--- src/rtl/cardinal_input_port_pkg.sv ---
// Shared constants for the cardinal router input port: header bit positions
// (bit 0 is the packet MSB), field widths and one-hot output directions.
package cardinal_input_port_pkg;

  localparam int PKT_W       = 64;
  localparam int HOP_FIELD_W = 8;

  localparam int VC_BIT   = 0;
  localparam int DX_BIT   = 1;
  localparam int DY_BIT   = 2;
  localparam int HOPX_POS = 8;
  localparam int HOPY_POS = 16;

  // Request vectors are indexed [0:4] = N, S, E, W, PE
  localparam logic [0:4] DIR_N  = 5'b10000;
  localparam logic [0:4] DIR_S  = 5'b01000;
  localparam logic [0:4] DIR_E  = 5'b00100;
  localparam logic [0:4] DIR_W  = 5'b00010;
  localparam logic [0:4] DIR_PE = 5'b00001;

  function automatic logic [HOP_FIELD_W-1:0] hop_dec(input logic [HOP_FIELD_W-1:0] h);
    return (h == '0) ? h : h - HOP_FIELD_W'(1);
  endfunction

endpackage

--- src/rtl/cardinal_input_port_vc_slot.sv ---
// Single-entry packet holding register for one virtual channel.
// A write takes priority over a clear; reset empties the slot immediately.
module cardinal_input_port_vc_slot #(
  parameter int DATA_W = 64
) (
  input  logic              clk,
  input  logic              reset,
  input  logic              we,
  input  logic              clr,
  input  logic [0:DATA_W-1] d,
  output logic [0:DATA_W-1] q,
  output logic              full
);

  always_ff @(posedge clk or negedge reset) begin
    if (!reset) begin
      q    <= '0;
      full <= 1'b0;
    end else if (we) begin
      q    <= d;
      full <= 1'b1;
    end else if (clr) begin
      full <= 1'b0;
    end
  end

endmodule

--- src/rtl/cardinal_input_port.sv ---
// Router input port: two VC slots, XY route computation with hop decrement,
// and slot release on switch grant. Polarity picks which slot receives and which sends.
module cardinal_input_port
  import cardinal_input_port_pkg::*;
#(
  parameter int DATA_W = PKT_W,
  parameter int HOP_W  = HOP_FIELD_W
) (
  input  logic              clk,
  input  logic              reset,
  input  logic              polarity,
  input  logic              in_si,
  output logic              in_ri,
  input  logic [0:DATA_W-1] in_di,
  output logic [0:4]        req,
  input  logic              gnt,
  output logic [0:DATA_W-1] out_do,
  output logic [1:0]        vc_full,
  output logic              err
);

  logic              rx_vc;
  logic              tx_vc;
  logic              accept;
  logic [1:0]        we;
  logic [1:0]        clr;
  logic [1:0]        full;
  logic [0:DATA_W-1] slot_q [2];
  logic [0:DATA_W-1] send_q;
  logic              send_full;
  logic [HOP_W-1:0]  hopx;
  logic [HOP_W-1:0]  hopy;

  assign rx_vc     = ~polarity;
  assign tx_vc     = polarity;
  assign in_ri     = reset & ~full[rx_vc];
  assign accept    = in_si & in_ri;
  assign send_q    = slot_q[tx_vc];
  assign send_full = full[tx_vc];
  assign vc_full   = full;
  assign hopx      = send_q[HOPX_POS +: HOP_W];
  assign hopy      = send_q[HOPY_POS +: HOP_W];

  always_comb begin
    we         = '0;
    clr        = '0;
    we[rx_vc]  = accept;
    clr[tx_vc] = gnt & (req != '0);
  end

  cardinal_input_port_vc_slot #(.DATA_W(DATA_W)) u_slot_vc0 (
    .clk   (clk),
    .reset (reset),
    .we    (we[0]),
    .clr   (clr[0]),
    .d     (in_di),
    .q     (slot_q[0]),
    .full  (full[0])
  );

  cardinal_input_port_vc_slot #(.DATA_W(DATA_W)) u_slot_vc1 (
    .clk   (clk),
    .reset (reset),
    .we    (we[1]),
    .clr   (clr[1]),
    .d     (in_di),
    .q     (slot_q[1]),
    .full  (full[1])
  );

  // X is exhausted first, then Y; a packet with no hops left is for the local PE
  always_comb begin
    req    = '0;
    out_do = '0;
    if (send_full) begin
      out_do = send_q;
      if (hopx != '0) begin
        req                         = send_q[DX_BIT] ? DIR_W : DIR_E;
        out_do[HOPX_POS +: HOP_W]   = hop_dec(hopx);
      end else if (hopy != '0) begin
        req                         = send_q[DY_BIT] ? DIR_S : DIR_N;
        out_do[HOPY_POS +: HOP_W]   = hop_dec(hopy);
      end else begin
        req                         = DIR_PE;
      end
    end
  end

  always_ff @(posedge clk or negedge reset) begin
    if (!reset) begin
      err <= 1'b0;
    end else if (accept && (in_di[VC_BIT] != rx_vc)) begin
      err <= 1'b1;
    end
  end

endmodule

--- config.mk ---
export PLATFORM = sky130hd
export DESIGN_NAME = cardinal_input_port
export DESIGN_NICKNAME = d
export VERILOG_FILES = /design/src/rtl/cardinal_input_port_pkg.sv /design/src/rtl/cardinal_input_port_vc_slot.sv /design/src/rtl/cardinal_input_port.sv
export SDC_FILE = /design/constraint.sdc
export NUM_CORES = 1
export LEC_CHECK = 0
export ABC_AREA = 1
export ABC_CLOCK_PERIOD_IN_PS = 3000
export BUFFER_PORTS_ARGS = -buffer_cell sky130_fd_sc_hd__buf_4
export CAP_MARGIN = 20
export CORE_AREA = 2 2 153 155
export DETAILED_ROUTE_END_ITERATION = 10
export DIE_AREA = 0 0 155 157
export PLACE_DENSITY = 0.56
export SLEW_MARGIN = 25
export SYNTH_ARGS = -nofsm -noshare
export SYNTH_HDL_FRONTEND = slang
export SYNTH_SLANG_ARGS = --single-unit
--- constraint.sdc ---
create_clock -name clk -period 3 [get_ports clk]
set_input_delay 0.15 -clock clk [delete_from_list [all_inputs] [get_ports clk]]
set_output_delay 0.15 -clock clk [all_outputs]
set_load 0.05 [all_outputs]
Word-level counts from Yosys, hierarchy flattened
Cells that the tools add are included.

operators by class
  mux-type cells = 26
  add/sub/neg operators = 2
  reduce and logical (&&, ||, !) cells = 10
  equal/unequal tests = 1
  bitwise logic cells = 8
  magnitude comparators = 5

operator list
  cell                                                       number
  2-to-1 mux 64 bit                                          4
  2-to-1 mux 8 bit                                           5
  2-to-1 mux 5 bit                                           4
  zero test 8 bit                                            2
  nonzero test 8 bit                                         2
  subtractor 8 x 1 -> 8 bit (second input constant)          2
  2-to-1 mux 1 bit                                           10
  nonzero test 5 bit                                         1
  AND 2 bit                                                  2
  < comparator 1 x 2 -> 1 bit (second input constant)        2
  nonzero test 2 bit                                         2
  AND 1 bit                                                  3
  logical AND 1 bit                                          3
  2-to-1 mux 3 bit                                           1
  demux 1 bit (select 1 bit)                                 2
  greater-or-equal comparator 1 bit (second input constant)  2
  greater-or-equal comparator 2 bit (second input constant)  1
  inverter 1 bit                                             2
  inverter 1 -> 2 bit                                        1
  inequality test 1 bit                                      1

storage, ports and cells
  output and inout bits = 73
  word-level logic and storage cells = 57
  flip-flop bits (word level) = 131

Logic depth before layout (Yosys ltp)
Gate-level depths: netlist (run 1).

  depth after elaboration = 13
  mapped depth = 14
  mapped depth without buffers = 12

Cells and area by module
A second synthesis (run 1) with hierarchy kept.

second synthesis, totals
  cell total of the unflattened synthesis = 1004
  area, all modules = 7074.3 um2

modules (own cells, without submodules)
  module                       sequential area each (um2)  cells an instance  instances  area each (um2)
  cardinal_input_port_vc_slot  1626.6                      275                2          2514.9
  cardinal_input_port          25.0                        454                1          2044.5

Least setup slack after synthesis (run 1)
Ideal clock, no wire load.

  path kind = input to output
  from = input polarity
  to = output req[0] (netlist name)
  stages = 12
  data arrival time = 2.449 ns
  setup slack = 0.401 ns
  path through = buf_6 > inv_4 > buf_6 > nand2_1 > nand2_1 > inv_1 > ha_1 > nand3_1 > nor2_2 > nand3_4 > nand2_2 > nor3b_1

on the way
  longest elaborated chain between the ends = 8

RTL lines
  item                                                           line                                                  text
  start, declared                                                cardinal_input_port.sv:11                             input logic polarity,
  inverter 1 -> 2 bit (implied by the code)                      cardinal_input_port.sv:38                             assign send_q = slot_q[tx_vc];
  2-to-1 mux 64 bit (implied by the code) (3 in a row)           cardinal_input_port.sv:38
  nonzero test 8 bit / 2-to-1 mux 5 bit (equally long branches)  cardinal_input_port.sv:80, cardinal_input_port.sv:81
  2-to-1 mux 5 bit                                               cardinal_input_port.sv:80                             end else if (hopy != '0) begin
  2-to-1 mux 5 bit                                               cardinal_input_port.sv:77                             if (hopx != '0) begin
  2-to-1 mux 5 bit (*)                                           cardinal_input_port.sv:75                             if (send_full) begin
  end, declared                                                  cardinal_input_port.sv:15                             output logic [0:4] req,

Every way passes the cells marked *; elsewhere a longest branch is shown, timed or not. The select of a mux whose other input is x is not followed.

Worst setup path in the final report (run 1)
  from = register u_slot_vc1.full
  to = output out_do[39] (netlist name)

on the way
  longest elaborated chain between the ends = 3

RTL lines
  item                                                 line                               text
  start, declared                                      cardinal_input_port_vc_slot.sv:12  output logic full
  start signal, assigned                               cardinal_input_port_vc_slot.sv:18  full <= 1'b0;
  start signal, assigned                               cardinal_input_port_vc_slot.sv:21  full <= 1'b1;
  start signal, assigned                               cardinal_input_port_vc_slot.sv:23  full <= 1'b0;
  2-to-1 mux 1 bit (implied by the code) (2 in a row)  cardinal_input_port.sv:39          assign send_full = full[tx_vc];
  2-to-1 mux 64 bit                                    cardinal_input_port.sv:75
  end, declared                                        cardinal_input_port.sv:17          output logic [0:DATA_W-1] out_do,

No other way between the ends. The select of a mux whose other input is x is not followed.

==> impl_metrics.toml, run 1 <==
[hold_path]
hold_end = "u_slot_vc0.q[63]"
holdCritStartpoint = "in_di[63]"
min_path_cells = 3
hp-class = "input port to register"

[logic_synthesis]
syn_inst = 914
yosysUniqueCellTypes = 31
synthSimpleGateAreaFrac = 0.276
syn_area_mm2 = 0.00673
synth_compound_area_frac = 0.109
synth.most_common_cell = "nand2_1"
syn_area_per_cell_um2 = 7.36
synth-edff-count = 0
yosysSeqAreaShare = 0.487
ys_seq_elements = 131
synth_top_area_share = 0.487
synth.area.mux_share = 0.00298
yosysWarnings = 0
ys_async_sr_fraction = 1.00
synth_commonest_cells = "375 x nand2_1, 131 x dfrtp_1, 128 x inv_1"
synth_xor_xnor_area_share = 0.00521
synth_area_leader_cell = "dfrtp_1"
synth_fa_ha_area_frac = 0.00372
synth_flop_cell = "dfrtp_1"
synth_nets = 985
synth_top_family_by_area = "simple AND/OR/NAND/NOR gates"
synth_area_leaders = "dfrtp_1 49%, nand2_1 21%, o21ai_0 9.3%"

[route]
drc = 0
drt_iter0_markers = 383
met2_length_mm = 7.38
post_drt_wl_per_cell_um = 12.5
dr.pass1.iters = 5
wl_met1_mm = 8.49
viasPerCell = 4.28
wl_mm = 16.7
ant_nets = 0
top_layer = "met4"
met3_length_um = 715
num_vias = 5738

[global_routing]
antenna_found_initial = 0
grt_pass1_wl_mm = 27.8
grt_overflow = 0
grt_usage = 0.143
grt_max_degree = 129
first_global_vias = 5524

[clock_tree]
tritoncts = "done"
cts_max_path_buffers = 2
cts_made_buffers = 17
clock_latency_ps = 410
cts-root-buf = "clkbuf_16"
clk_pin_slew_ps = 60
clock-sinks = 131
post_cts_buffers = 0
htreeDepth = 4

[sta]
period_share = 0.910
hold_viol = 0
rsz0062_at_grt = "false"
finalSetupTns_ps = 0
setup_viol = 0
relSlewSlack = 0.459
fmax_ghz = 0.366
finalClockSkew_ps = 12.0
period_needed_ps = 2730
slew_violations = 0
worst_pin_slew_ps = 812

[critical_path]
worstPathCellList = "or2_1 -> o21ai_1 -> inv_2 -> buf_4 -> nand2_1 -> inv_1 -> buf_4"
crit_path_start_kind = "register"
startpoint = "u_slot_vc1.full"
path_class = "register to primary output"
cpMaxStageDelayCell = "dfrtp_1"
arrival_ps = 2580
r2r-end = "u_slot_vc1.q[37]"
worstPathMaxFanout = 23
end_kind = "primary output"
r2r_start = "u_slot_vc0.full"
path_common_cell = "buf_4"
max_stage_delay_ps = 420
crit_required_ps = 2850
worstRegToRegCells = 7
worst-r2r-setup-slack_ps = 950

[job]
drv_cap = 0

[placed_design]
detailed_place.area_mm2 = 0.00800
dp_hpwl_mm = 11.3
numPortBuffers = 141
routabilityCongestion = 0.790
placedCellCount = 1300

[floorplanning]
start_util = 0.299
die_area_mm2 = 0.0243
rows = 55
core_mm2 = 0.0225
io_pins = 142
die_h_um = 157
fp.dieW_um = 155

[final_layout]
insertedDiodeCount = 0
nNetsFinal = 1113
fill_cells = 2404
syn_to_final_growth_pct = 28.6
layout.cells.non_filler = 1340
fin_area_mm2 = 0.00865
layout-drive-gt1-share = 0.214

[power]
p_per_area_mw_per_mm2 = 733
irDropWorstVdd_mv = 0.372
p_leak_nw = 4.91

[run_status]
status = "completed"
flip-flops by register name, indices dropped and copies added (netlist names):
signal,count
u_slot_vc1.q,64
u_slot_vc0.q,64
u_slot_vc1.full,1
u_slot_vc0.full,1
err,1
kinds of logic after synthesis:
family,after synthesis
AND/OR/NAND/NOR,448
buffers and inverters,184
AO/OA/AOI/OAI,143
flip-flops,131
XOR/XNOR,4
multiplexers,2
adder cells (fa/ha/maj),2
worst max-delay path, delay by kind of cell, from the launching register on:
family | cells | cell delay, ps
simple gates | 2 | 350
flops | 1 | 420
buf+inv | 4 | 990
compound gates | 1 | 410
layer usage:
metal | global-route usage | vias up
li1 | - | 3025
met1 | 0.202 | 2586
met2 | 0.221 | 117
met3 | 0.0330 | 10
met4 | 0.0357 | 0
met5 | 0 | -
area by class of cell:
class                           count  area (µm²)  area share
Multi-Input combinational cell    599        2690       0.311
Tap cell                          285         357      0.0412
Timing Repair Buffer              160        1250       0.145
Inverter                          133         502      0.0580
Sequential cell                   131        3280       0.379
Clock inverter                      9        78.8     0.00912
Clock buffer                       23         488      0.0564
cell usage in the layout (no fill, tap or decap), types with 2 or more instances in the layout:
master / count
a21oi_2: 4
nand3_1: 9
nand3_4: 3
mux2i_1: 2
inv_2: 4
clkinv_2: 5
nand2_1: 375
nor2_4: 5
buf_4: 149
nand4_1: 3
nand3_2: 5
nor3_1: 3
a21oi_1: 5
inv_1: 128
o21ai_1: 8
nand2_2: 14
dfrtp_1: 131
xor2_1: 4
ha_1: 2
nor2_2: 5
clkbuf_16: 17
clkbuf_8: 4
nor2_1: 21
clkbuf_1: 2
buf_12: 2
o21ai_0: 125
clkinvlp_4: 2
dlygate4sd3_1: 8
worst max-delay path by stage:
stage	to	slack, ps	cells past startpoint
3_5_place_dp	out_do[39]	550	9
2_1_floorplan	req[0]	400	12
6_report	out_do[39]	270	7
4_1_cts	out_do[39]	210	7
3_3_place_gp	out_do[11]	570	11
5_1_grt	out_do[39]	100	7
where the power goes:
part / total, mW / leakage (nW) / switching, mW / internal, mW
clock network: 1.96 / 0.279 / 0.735 / 1.22
registers: 2.40 / 1.63 / 0.216 / 2.19
logic: 1.98 / 2.99 / 1.32 / 0.657
per-stage QoR:
step / power (mW) / worst slack [ps] / util / hold WS [ps]
6_report: 6.33 / 269 / 0.384 / 14.1
5_1_grt: 6.77 / 101 / 0.384 / 7.22
4_1_cts: 6.43 / 213 / 0.384 / 0.0245
3_5_place_dp: 4.42 / 552 / 0.355 / -5.89
3_3_place_gp: 4.40 / 573 / 0.355 / -5.57
2_1_floorplan: 3.84 / 401 / - / -146
what timing repair did:
action | in CTS | in global routing
hold buffers | 8 | 0
gates resized for setup | 0 | 0
hold endpoints to repair | 22 | 0
(Power assumes the default switching activity.)
==> run 2, diff against run 1 <==
--- a/config.mk
+++ b/config.mk
@@ -5,13 +5,12 @@
 export SDC_FILE = /design/constraint.sdc
 export NUM_CORES = 1
 export LEC_CHECK = 0
-export ABC_AREA = 1
 export ABC_CLOCK_PERIOD_IN_PS = 3000
 export BUFFER_PORTS_ARGS = -buffer_cell sky130_fd_sc_hd__buf_4
 export CAP_MARGIN = 20
-export CORE_AREA = 2 2 153 155
+export CORE_AREA = 2 2 150 152
 export DETAILED_ROUTE_END_ITERATION = 10
-export DIE_AREA = 0 0 155 157
+export DIE_AREA = 0 0 152 154
 export PLACE_DENSITY = 0.56
 export SLEW_MARGIN = 25
 export SYNTH_ARGS = -nofsm -noshare
==> run 2 against run 1 <==
Compared with the run above:
- sequential share of layout area shrank 1.9 points
- clock skew shrank 6.8 ps
- cell count shrank 26%
- combinational power up 16%
==> impl_metrics.toml, run 2 <==
[clock_tree]
post_cts_buffers = 0
clk_pin_slew_ps = 60
clock_latency_ps = 410
hold_buffers = 65
clock-sinks = 131
tritoncts = "done"
cts_max_path_buffers = 2
cts_made_buffers = 17
htreeDepth = 4
cts-root-buf = "clkbuf_16"
cts-resized-gates = 0

[logic_synthesis]
synth_nets = 568
ys_async_sr_fraction = 1.00
syn_area_per_cell_um2 = 13.0
ys_seq_elements = 131
synth_top_area_share = 0.506
synth_commonest_cells = "131 x dfrtp_1, 131 x mux2_2, 61 x nor2_1"
synth_area_leader_cell = "dfrtp_1"
yosysSeqAreaShare = 0.506
synth-edff-count = 0
syn_area_mm2 = 0.00648
yosysUniqueCellTypes = 48
synth_flop_cell = "dfrtp_1"
syn_inst = 497
yosysWarnings = 0
synth_area_leaders = "dfrtp_1 51%, mux2_2 23%, mux2i_1 9.1%"

[final_layout]
fill_cells = 2024
syn_to_final_growth_pct = 40.3
layout.cells.non_filler = 996
layout-drive-gt1-share = 0.478
nNetsFinal = 774
fin_area_mm2 = 0.00909
postLayoutCoreUtil = 0.419
multiInputGateArea_mm2 = 0.00303
reg.largest.list = "u_slot_vc0.q (64), u_slot_vc1.q (64)"
regArea_mm2 = 0.00328
final_common_cell = "buf_4"
insertedDiodeCount = 0
final_cell_mix = "149 x buf_4, 131 x mux2_2, 131 x dfrtp_1"

[sta]
finalSetupTns_ps = 0
period_share = 0.940
hold_viol = 0
slew_violations = 0
period_needed_ps = 2820
relSlewSlack = 0.509
rsz0062_at_grt = "false"
worst_pin_slew_ps = 737
finalClockSkew_ps = 5.26
setup_viol = 0
fmax_ghz = 0.355

[route]
wl_mm = 16.0
ant_nets = 0
drc = 0
drt_iter0_markers = 151
num_vias = 4656
viasPerCell = 4.67
post_drt_wl_per_cell_um = 16.1
dr.pass1.iters = 4

[floorplanning]
fp.dieW_um = 152
core_mm2 = 0.0217
die_h_um = 154
rows = 54
start_util = 0.299
die_area_mm2 = 0.0234
io_pins = 142

[critical_path]
path_class = "register to primary output"
crit_path_start_kind = "register"
crit_required_ps = 2850
arrival_ps = 2670
end_kind = "primary output"
worstPathMaxFanout = 10

[placed_design]
placedCellCount = 899
routabilityCongestion = 0.769
numPortBuffers = 141
detailed_place.area_mm2 = 0.00787
dp_hpwl_mm = 10.9

[power]
irDropWorstVdd_mv = 0.371
pwr-share-seq = 0.378
pwr-share-comb = 0.333
p_clk_frac = 0.288
p_leak_nw = 4.11
p_per_area_mw_per_mm2 = 754
power.total_mw = 6.86
power.net_switching_mw = 2.37
power_switching_share = 0.346
intPower_mw = 4.49

[hold_path]
hp-class = "input port to register"

[global_routing]
first_global_vias = 4934
grt_overflow = 0
grt_pass1_wl_mm = 26.1
antenna_found_initial = 0
grt_max_degree = 81
grt_usage = 0.140

[job]
drv_cap = 0

[run_status]
status = "completed"
run 2: changes by cell type after synthesis, moves of 6 or more:
cell / change
nand2_1: -368
mux2_2: +131
inv_1: -126
o21ai_0: -121
mux2i_1: +57
nor2_1: +40
clkbuf_1: -18
nand2_2: -14
nand3_1: -8
and3_1: +6
o21ai_1: -6
run 2: final cells by class:
class                   count  share of cell area
clock buffers              20              0.0513
clock inverters            12              0.0117
inverters                   2            0.000826
multi-input cells         332               0.333
flip-flops and latches    131               0.361
well taps                 280              0.0385
repair buffers            219               0.204
run 2: per-stage QoR:
| stage | hold WS, ps | worst slack, ps |
|---|---|---|
| floorplan | -146 | 107 |
| global placement | 121 | 439 |
| global route | 48.3 | 8.49 |
| detailed placement | 133 | 355 |
| CTS | 31.8 | 170 |
| finish | 54.7 | 180 |
run 2: worst paths after layout:
kind                             startpoint          endpoint  slack [ps]  cells after the start
max                        u_slot_vc1.q[23]        out_do[20]         180                      7
min                                     gnt   u_slot_vc1.full          50                      3
max reg2reg                 u_slot_vc0.full  u_slot_vc1.q[42]        1030                      6
min reg2reg                 u_slot_vc0.q[0]   u_slot_vc0.q[0]         480                      1
max in group asynchronous             reset   u_slot_vc0.q[6]        1620                      3
min in group asynchronous             reset   u_slot_vc0.q[1]         260                      2
run 2: metal layers:
metal | GRT usage | wire, µm | part of all wire | vias up
li1 | - | - | - | 2186
met4 | 0.0374 | 140 | 0.0088 | 0
met5 | 0 | 0 | 0 | -
met2 | 0.233 | 7970 | 0.50 | 114
met3 | 0.0380 | 727 | 0.045 | 10
met1 | 0.180 | 7150 | 0.45 | 2346
run 2: worst max-delay path: stages (launching register included):
cell and delay [ps]:
dfrtp_1 390, mux2i_2 330, ha_1 350, o211ai_2 180, nor3_4 450, nand2_1 160
and3_1 210, buf_4 190
run 2: power groups by stage:
| stage | clock network, mW | registers, mW | logic [mW] |
|---|---|---|---|
| finish | 1.98 | 2.59 | 2.29 |
| global route | 2.13 | 2.66 | 2.45 |
| CTS | 2.04 | 2.59 | 2.31 |
| detailed placement | 0 | 2.63 | 2.23 |
| global placement | 0 | 2.59 | 2.19 |
| floorplan | 0 | 2.53 | 1.64 |
run 2: cells by family (layout without fill, tap and decap cells):
family | count (synthesis) | in the layout | synth area share
AOI/OAI and AO/OA | 25 | 25 | 0.0290
xor gates and xnor gates | 9 | 9 | 0.0122
adders and majority gates | 2 | 2 | 0.00386
buffers and inverters | 34 | 253 | 0.0313
DFF | 131 | 131 | 0.506
muxes | 194 | 194 | 0.330
and+or+nand+nor | 102 | 102 | 0.0879
